[config.mk]
export PLATFORM = sky130hd
export DESIGN_NAME = led_flow_ctrl
export DESIGN_NICKNAME = d
export VERILOG_FILES = /design/src/rtl/led_flow_ctrl.sv
export SDC_FILE = /design/constraint.sdc
export NUM_CORES = 1
export LEC_CHECK = 0
export CAP_MARGIN = 20
export CORE_MARGIN = 8
export CORE_UTILIZATION = 49
export DETAILED_ROUTE_END_ITERATION = 12
export PLACE_DENSITY = 0.72
export SLEW_MARGIN = 30
export SYNTH_ARGS = -nofsm -noshare
export SYNTH_HDL_FRONTEND = slang
export SYNTH_SLANG_ARGS = --single-unit
export TNS_END_PERCENT = 10
[constraint.sdc]
create_clock -name clk -period 2 [get_ports clk]
set_input_delay 0.5 -clock clk [delete_from_list [all_inputs] [get_ports clk]]
set_output_delay 0.5 -clock clk [all_outputs]
set_load 0.02 [all_outputs]
[src/rtl/led_flow_ctrl.sv]
// led_flow_ctrl: ping-pong running-light controller.
//
// Every edge (rising or falling) of tick_in is one time unit. After STEP_EDGES
// units the single lit bit moves one position, bouncing between bit 0 and the
// MSB. step_pulse marks each cycle in which led shows a new step position.
//
// Build option:
//   LED_FLOW_SYNC_EN  defined   : tick_in passes through a 2-flop synchronizer
//                                 (s1 -> s2), 2 clk from sample to led update.
//                     undefined : s2 samples tick_in directly (tick_in must come
//                                 from the clk domain), 1 clk from sample to
//                                 led update.
// Pattern, counting and FSM behaviour are the same in both builds.

module led_flow_ctrl #(
   parameter int LED_W      = 4,    // number of LEDs, >= 2
   parameter int STEP_EDGES = 500,  // tick_in edges per pattern step, >= 1
   parameter int CNT_W      = 10    // 2**CNT_W >= STEP_EDGES
) (
   input  logic             clk,
   input  logic             rst,
   input  logic             tick_in,
   input  logic             en,
   output logic [LED_W-1:0] led,
   output logic             step_pulse
);

   typedef enum logic [1:0] {
      IDLE  = 2'd0,
      LEFT  = 2'd1,
      RIGHT = 2'd2
   } state_t;

   localparam logic [CNT_W-1:0] CNT_LAST = CNT_W'(STEP_EDGES - 1);
   localparam logic [LED_W-1:0] LED_BIT0 = {{(LED_W-1){1'b0}}, 1'b1};

   logic             s2;          // last sampled tick_in level
   logic             d;           // s2 delayed by one clk
   logic             tick_edge;   // any tick_in transition seen this cycle

   state_t           state;
   state_t           state_nxt;
   logic [LED_W-1:0] led_nxt;
   logic [CNT_W-1:0] cnt;
   logic [CNT_W-1:0] cnt_nxt;
   logic             step_nxt;
   logic             cnt_last;

`ifdef LED_FLOW_SYNC_EN
   logic s1;

   // Two-flop synchronizer for tick_in plus the edge-detect delay stage.
   always_ff @(posedge clk) begin
      // NOTE: sequential state always uses non-blocking assignments so every
      // flop samples the pre-edge value of its neighbours.
      if (rst) begin
         s1 <= 1'b0;
         s2 <= 1'b0;
         d  <= 1'b0;
      end else begin
         s1 <= tick_in;
         s2 <= s1;
         d  <= s2;
      end
   end
`else
   // Single sampling register for a clk-domain tick_in plus the delay stage.
   always_ff @(posedge clk) begin
      // NOTE: sequential state always uses non-blocking assignments so every
      // flop samples the pre-edge value of its neighbours.
      if (rst) begin
         s2 <= 1'b0;
         d  <= 1'b0;
      end else begin
         s2 <= tick_in;
         d  <= s2;
      end
   end
`endif

   // Both tick_in edges count as one time unit each.
   assign tick_edge = s2 ^ d;
   assign cnt_last  = (cnt == CNT_LAST);

   // Next-state, next-pattern and edge-counter logic.
   always_comb begin
      // NOTE: every output of this block gets a default first; a path that
      // skipped an assignment would otherwise infer a latch.
      state_nxt = state;
      led_nxt   = led;
      cnt_nxt   = cnt;
      step_nxt  = 1'b0;

      case (state)
         IDLE: begin
            // Edges arriving here are dropped; the count always restarts at 0.
            led_nxt = '0;
            cnt_nxt = '0;
            if (en) begin
               state_nxt = LEFT;
               led_nxt   = LED_BIT0;
            end
         end

         LEFT: begin
            if (!en) begin
               // Disable wins over a coincident step.
               state_nxt = IDLE;
               led_nxt   = '0;
               cnt_nxt   = '0;
            end else if (tick_edge) begin
               if (cnt_last) begin
                  cnt_nxt  = '0;
                  step_nxt = 1'b1;
                  if (led[LED_W-1]) begin
                     // MSB has had its one step; bounce back.
                     state_nxt = RIGHT;
                     led_nxt   = led >> 1;
                  end else begin
                     led_nxt = led << 1;
                  end
               end else begin
                  cnt_nxt = cnt + CNT_W'(1);
               end
            end
         end

         RIGHT: begin
            if (!en) begin
               state_nxt = IDLE;
               led_nxt   = '0;
               cnt_nxt   = '0;
            end else if (tick_edge) begin
               if (cnt_last) begin
                  cnt_nxt  = '0;
                  step_nxt = 1'b1;
                  if (led[0]) begin
                     // Bit 0 has had its one step; bounce back.
                     state_nxt = LEFT;
                     led_nxt   = led << 1;
                  end else begin
                     led_nxt = led >> 1;
                  end
               end else begin
                  cnt_nxt = cnt + CNT_W'(1);
               end
            end
         end

         default: begin
            state_nxt = IDLE;
            led_nxt   = '0;
            cnt_nxt   = '0;
         end
      endcase
   end

   // State, pattern, counter and strobe registers.
   always_ff @(posedge clk) begin
      if (rst) begin
         state      <= IDLE;
         led        <= '0;
         cnt        <= '0;
         step_pulse <= 1'b0;
      end else begin
         state      <= state_nxt;
         led        <= led_nxt;
         cnt        <= cnt_nxt;
         step_pulse <= step_nxt;
      end
   end

endmodule
* Yosys cells after proc, flatten, opt, wreduce, memory -nomap -nowiden *
Cells that the tools add are included.

cells by class
  add/subtract/negate cells = 1
  multipliers = 0
  div/mod/pow operators = 0
  order comparisons = 0
  equality and inequality tests = 10
  shift operators = 0
  multiplexer cells = 22
  bitwise gates (word level) = 4
  reduce and logical (&&, ||, !) cells = 6

operators by type and width
  kind                                                                    number
  4-bit 2-to-1 mux                                                        8
  2-bit 2-to-1 mux                                                        9
  3-bit != test, second input constant                                    6
  4-bit one-hot mux with 3 select lines                                   1
  10-bit by 1-bit adder with 10-bit output, second input constant         1
  10-bit by 9-bit equality test with 1-bit output, second input constant  1
  10-bit 2-to-1 mux                                                       1
  7-bit AND reduction                                                     1
  2-bit one-hot mux with 3 select lines                                   1
  4-bit AND reduction                                                     1
  4-bit OR reduction                                                      1
  1-bit NOT                                                               3
  3-bit OR reduction                                                      1
  2-bit by 1-bit equality test with 1-bit output, second input constant   1
  2-bit equality test, second input constant                              1
  2-bit zero test                                                         1
  1-bit 2-to-1 mux                                                        2
  2-bit != test, second input constant                                    1
  2-bit OR reduction                                                      1
  1-bit XOR                                                               1

word-level totals
  flip-flop bits (word level) = 19
  bits in latches = 0
  memory bits (writable) = 0
  ROM bits = 0
  input port bits = 4
  memories kept = 0

* Logic depth before layout (Yosys ltp) *
Gate-level depths: netlist (run 1).

  depth after elaboration = 5
  gate-level depth with buffers = 6
  mapped depth without buffers = 6

* Worst setup path before layout (run 1) *
Ideal clock, no wire load.

  path kind = register -> register
  start = reg cnt[2]
  end = reg state[0]
  arrival = 1.826 ns
  setup slack = 0.053 ns
  cell stages (with the launch flop) = 6
  path buffers = 1
  clock period less this slack = 1.947 ns
  path through = dfxtp_1 > or3_1 > or4_1 > buf_2 > a21oi_4 > mux2_2

on the way
  cells in the longest elaborated chain, start to end = 3
  elaborated cells between the ends (all ways) = 4

RTL lines
  what                                                 line  text
  from (decl)                                          44    logic [CNT_W-1:0] cnt;
  from (signal assigned)                               168   cnt <= cnt_nxt;
  10-bit by 9-bit equality test with 1-bit output (*)  83    assign cnt_last = (cnt == CNT_LAST);
  3-bit != test (no source line)                       --
  7-bit AND reduction (no source line) (*)             --
  to (signal assigned)                                 166   state <= state_nxt;
  to (decl)                                            41    state_t state;

Mark *: on every way between the ends. The rest lies on a longest branch, timed or not.
A chain may end at the register's enable or synchronous reset.

* Worst setup path after layout (run 1) *
Ends and elaborated chain as after synthesis.

==> results of run 1 <==
## synthesized netlist by cell type
cell / n / area (um2)
nand2b_1: 2 / 12.5
mux2_2: 2 / 22.5
o21ai_0: 2 / 10.0
nand4_1: 3 / 18.8
buf_2: 2 / 10.0
nand2_1: 12 / 45.0
a31oi_1: 1 / 6.26
xor2_1: 4 / 35.0
o2111ai_1: 1 / 8.76
and2_1: 1 / 6.26
o211ai_1: 2 / 15.0
nor2_1: 12 / 45.0
nor4b_1: 1 / 8.76
ha_1: 5 / 62.6
or4_1: 1 / 7.51
a21boi_0: 3 / 22.5
buf_4: 2 / 15.0
a21oi_1: 8 / 40.0
nor3_1: 5 / 25.0
dfxtp_1: 19 / 380
xnor2_1: 6 / 52.6
nand3_1: 7 / 35.0
o221ai_1: 3 / 26.3
nor2b_1: 3 / 18.8
or3_1: 2 / 12.5
a21oi_4: 1 / 16.3
inv_1: 3 / 11.3
nor4_1: 4 / 25.0
## worst paths after layout
kind / start / endpoint / slack, ns / cells past startpoint
max reg2reg: cnt[2] / state[0] / 0.06 / 4
min: cnt[1] / cnt[1] / 0.51 / 2
max: cnt[2] / state[0] / 0.06 / 4
min reg2reg: cnt[1] / cnt[1] / 0.51 / 2
## area by class of cell
class,count,share of cell area (%)
multi-input cells,91,48.1
well taps,27,2.81
inverters,3,0.937
clock buffers,3,1.87
flip-flops and latches,19,31.7
clock inverters,1,0.416
repair buffers,20,14.2
## repair_timing
item | 4_1_cts | 5_1_grt
endpoints found under the hold margin | 0 | 0
setup endpoints to repair | 0 | 1
buffers inserted | 0 | 0
resized for setup | 0 | 1
## metal layers
metal	share of wire, %	GRT usage (%)	routed length [um]
met1	45	15.5	954
met2	49	21.2	1050
met3	5.1	2.71	108
met4	0.70	2.33	15
met5	0	0	0
## through the flow
stage / setup slack [ns] / utilization, % / TNS (ns) / area (um2) / power [mW]
final: 0.0605 / 61.9 / 0 / 1200 / 0.906
after global routing: 0.00281 / 61.9 / 0 / 1200 / 0.957
after detailed placement: -0.0267 / 60.4 / -0.0267 / 1170 / 0.711
after CTS: 0.0344 / 61.9 / 0 / 1200 / 0.910
after global placement: 0.00765 / 60.4 / 0 / 1170 / 0.702
after floorplan: 0.0532 / - / 0 / 995 / 0.621
## worst min-delay path, stage by stage, from the launching register on
cell	delay [ns]
dfxtp_1	0.35
nand2_1	0.07
a21oi_1	0.05
## sequential cells by signal, summed over array words and instances, names as in the netlist
register	count
cnt	10
s2	1
step_pulse	1
d	1
state	2
led	4
## power by group through the flow
stage          registers (mW)  clock network, mW  logic (mW)
2_1_floorplan           0.433                  0       0.188
3_3_place_gp            0.423                  0       0.279
3_5_place_dp            0.427                  0       0.284
4_1_cts                 0.418              0.202       0.289
5_1_grt                 0.420              0.218       0.319
6_report                0.418              0.197       0.290
## logic make-up after synthesis
family | count (synthesis) | synth area share (%)
AO/OA/AOI/OAI | 21 | 14.6
XOR/XNOR | 10 | 8.80
adder cells (fa/ha/maj) | 5 | 6.29
buffers and inverters | 7 | 3.65
flip-flops | 19 | 38.2
multiplexers | 2 | 2.26
AND/OR/NAND/NOR | 53 | 26.2
==> metrics.md, run 1 <==
| Metric | Value |
|---|---|
| Status | finished clean |
| Worst vdd ir | 0.494 mV |
| Vias per cell | 5.60 |
| Max Clock Freq | 0.516 GHz |
| Clk pwr share | 21.8% |
| Commonest non-fill, non-tap cell in the layout | dfxtp_1 |
| Starting Density | 51.2% |
| Final Wtd Congestion | 0.793 |
| Synth Register Bits | 19 |
| Switch Pwr | between 0.3 and 0.4 mW |
| Register area | about 380 um2 |
| Synth Net Count | between 100 and 150 |
| Clock-pin slew on the worst setup and hold paths | between 0.1 and 0.15 ns |
| Routed via count | 918 |
| Worst hold path type | reg -> reg |
| RSZ-0062 raised after global routing | no |
| Clock buffer count from CTS | 3 |
| Post-route ant nets | 0 |
| TritonCTS clock tree | built |
| Initial antenna violation count | 0 |
| Hpwl dp | between 1.5 and 2 mm |
| Share of post-route cells with drive strength above 1 | 14.6% |
| Final hold vios | 0 |
| Die area | 3730 um2 |
| Fin crit period | about 1.9 ns |
| Post-CTS Hold Fix Bufs | 0 |
| Grt ovf | 0 |
| Placed cells | 160 |
| Crit-path leading delay family | simple AND/OR/NAND/NOR gates |
| IO buf count | 8 |
| Worst endpoint required time | roughly 2.2 ns |
| Post-route clock period utilization | 97.0% |
| Normalized max-slew margin | about two thirds |
| Clk_skew | around 0.0017 ns |
| Area growth, synth to finish | 20.9% |
| Number of diodes | 0 |
| Vias in the first global route | a little under 900 |
| CP Launch Type | flop |
| Worst hold margin | 0.512 ns |
| Root Buffer | clkbuf_4 |
| Final setup viols | 0 |
| DR pass1 iterations | 4 |
| Critical Path Sink Type | flop |
| Least-Margin Pin Slew | 0.488 ns |
| Lkg Pwr | ~0.41 nW |
| Per-cell routed wire length | 13.0 um |
| Sw Ratio | 33.3% |
| Unique masters post-synth | 28 |
| H-tree depth | 1 |
| Core Box Area | approximately 2000 um2 |
| Final wirelength | 2.13 mm |
| Commonest cells after routing, fill and taps aside | 18 x dfxtp_1, 12 x nand2_1, 12 x nor2_1, 12 x buf_4 |
| Worst path max stage delay | 0.61 ns |
| Post-Layout Cell Count | 164 |
| Reg power frac | between 40% and 50% |
| First-pass GRT wire length | 3.62 mm |
| Slowest stage cell, crit path | or4_1 |
| Synthesized cell area | 995 um2 |
| Crit path kind | reg -> reg |
| Die height | 61.1 um |
| CP arrival | 2.14 ns |
| CP bufs+invs | 0 |
| Comb power frac | 32.0% |
| Fill cells | 175 |
| Multi-input logic area | 578 um2 |
| Tot GR Track Use | 12.4% |
| Crit-path cells | or3_1, or4_1, a21oi_4, mux2_2 |
| Post-Syn Instances | 117 |
| Nets | 147 |
| # clock sinks | 19 |
| Later-pin clock latency in the skew report | about 0.30 ns |
| Count of pins over their slew limit | 0 |
| Synthesized area per cell | approximately 8.5 um2 |
| Initial DRC Count | 48 |
| Largest net degree at the start of global routing | 12 |
| Num rows | 16 |
| Io pins | 9 |
| YS warnings | 0 |
| Clock Tree Buf Depth | 2 |
| Int Pwr | 0.604 mW |
| DRC violations left | 0 |
| Cell Pwr Density | 753 nW/um2 |
| Die X | 61.1 um |
| Sequential fraction of the synthesis area | between 30% and 40% |
| CP max FO | 2 |
| Max_cap viols | 0 |
Power figures use the tool's default switching activity.
==> run 2: changes to the inputs <==
CTS_CLUSTER_DIAMETER = 40   (was not set)
==> results of run 2 <==
No change in the layout: final DEF, timing and power equal those of run 1.
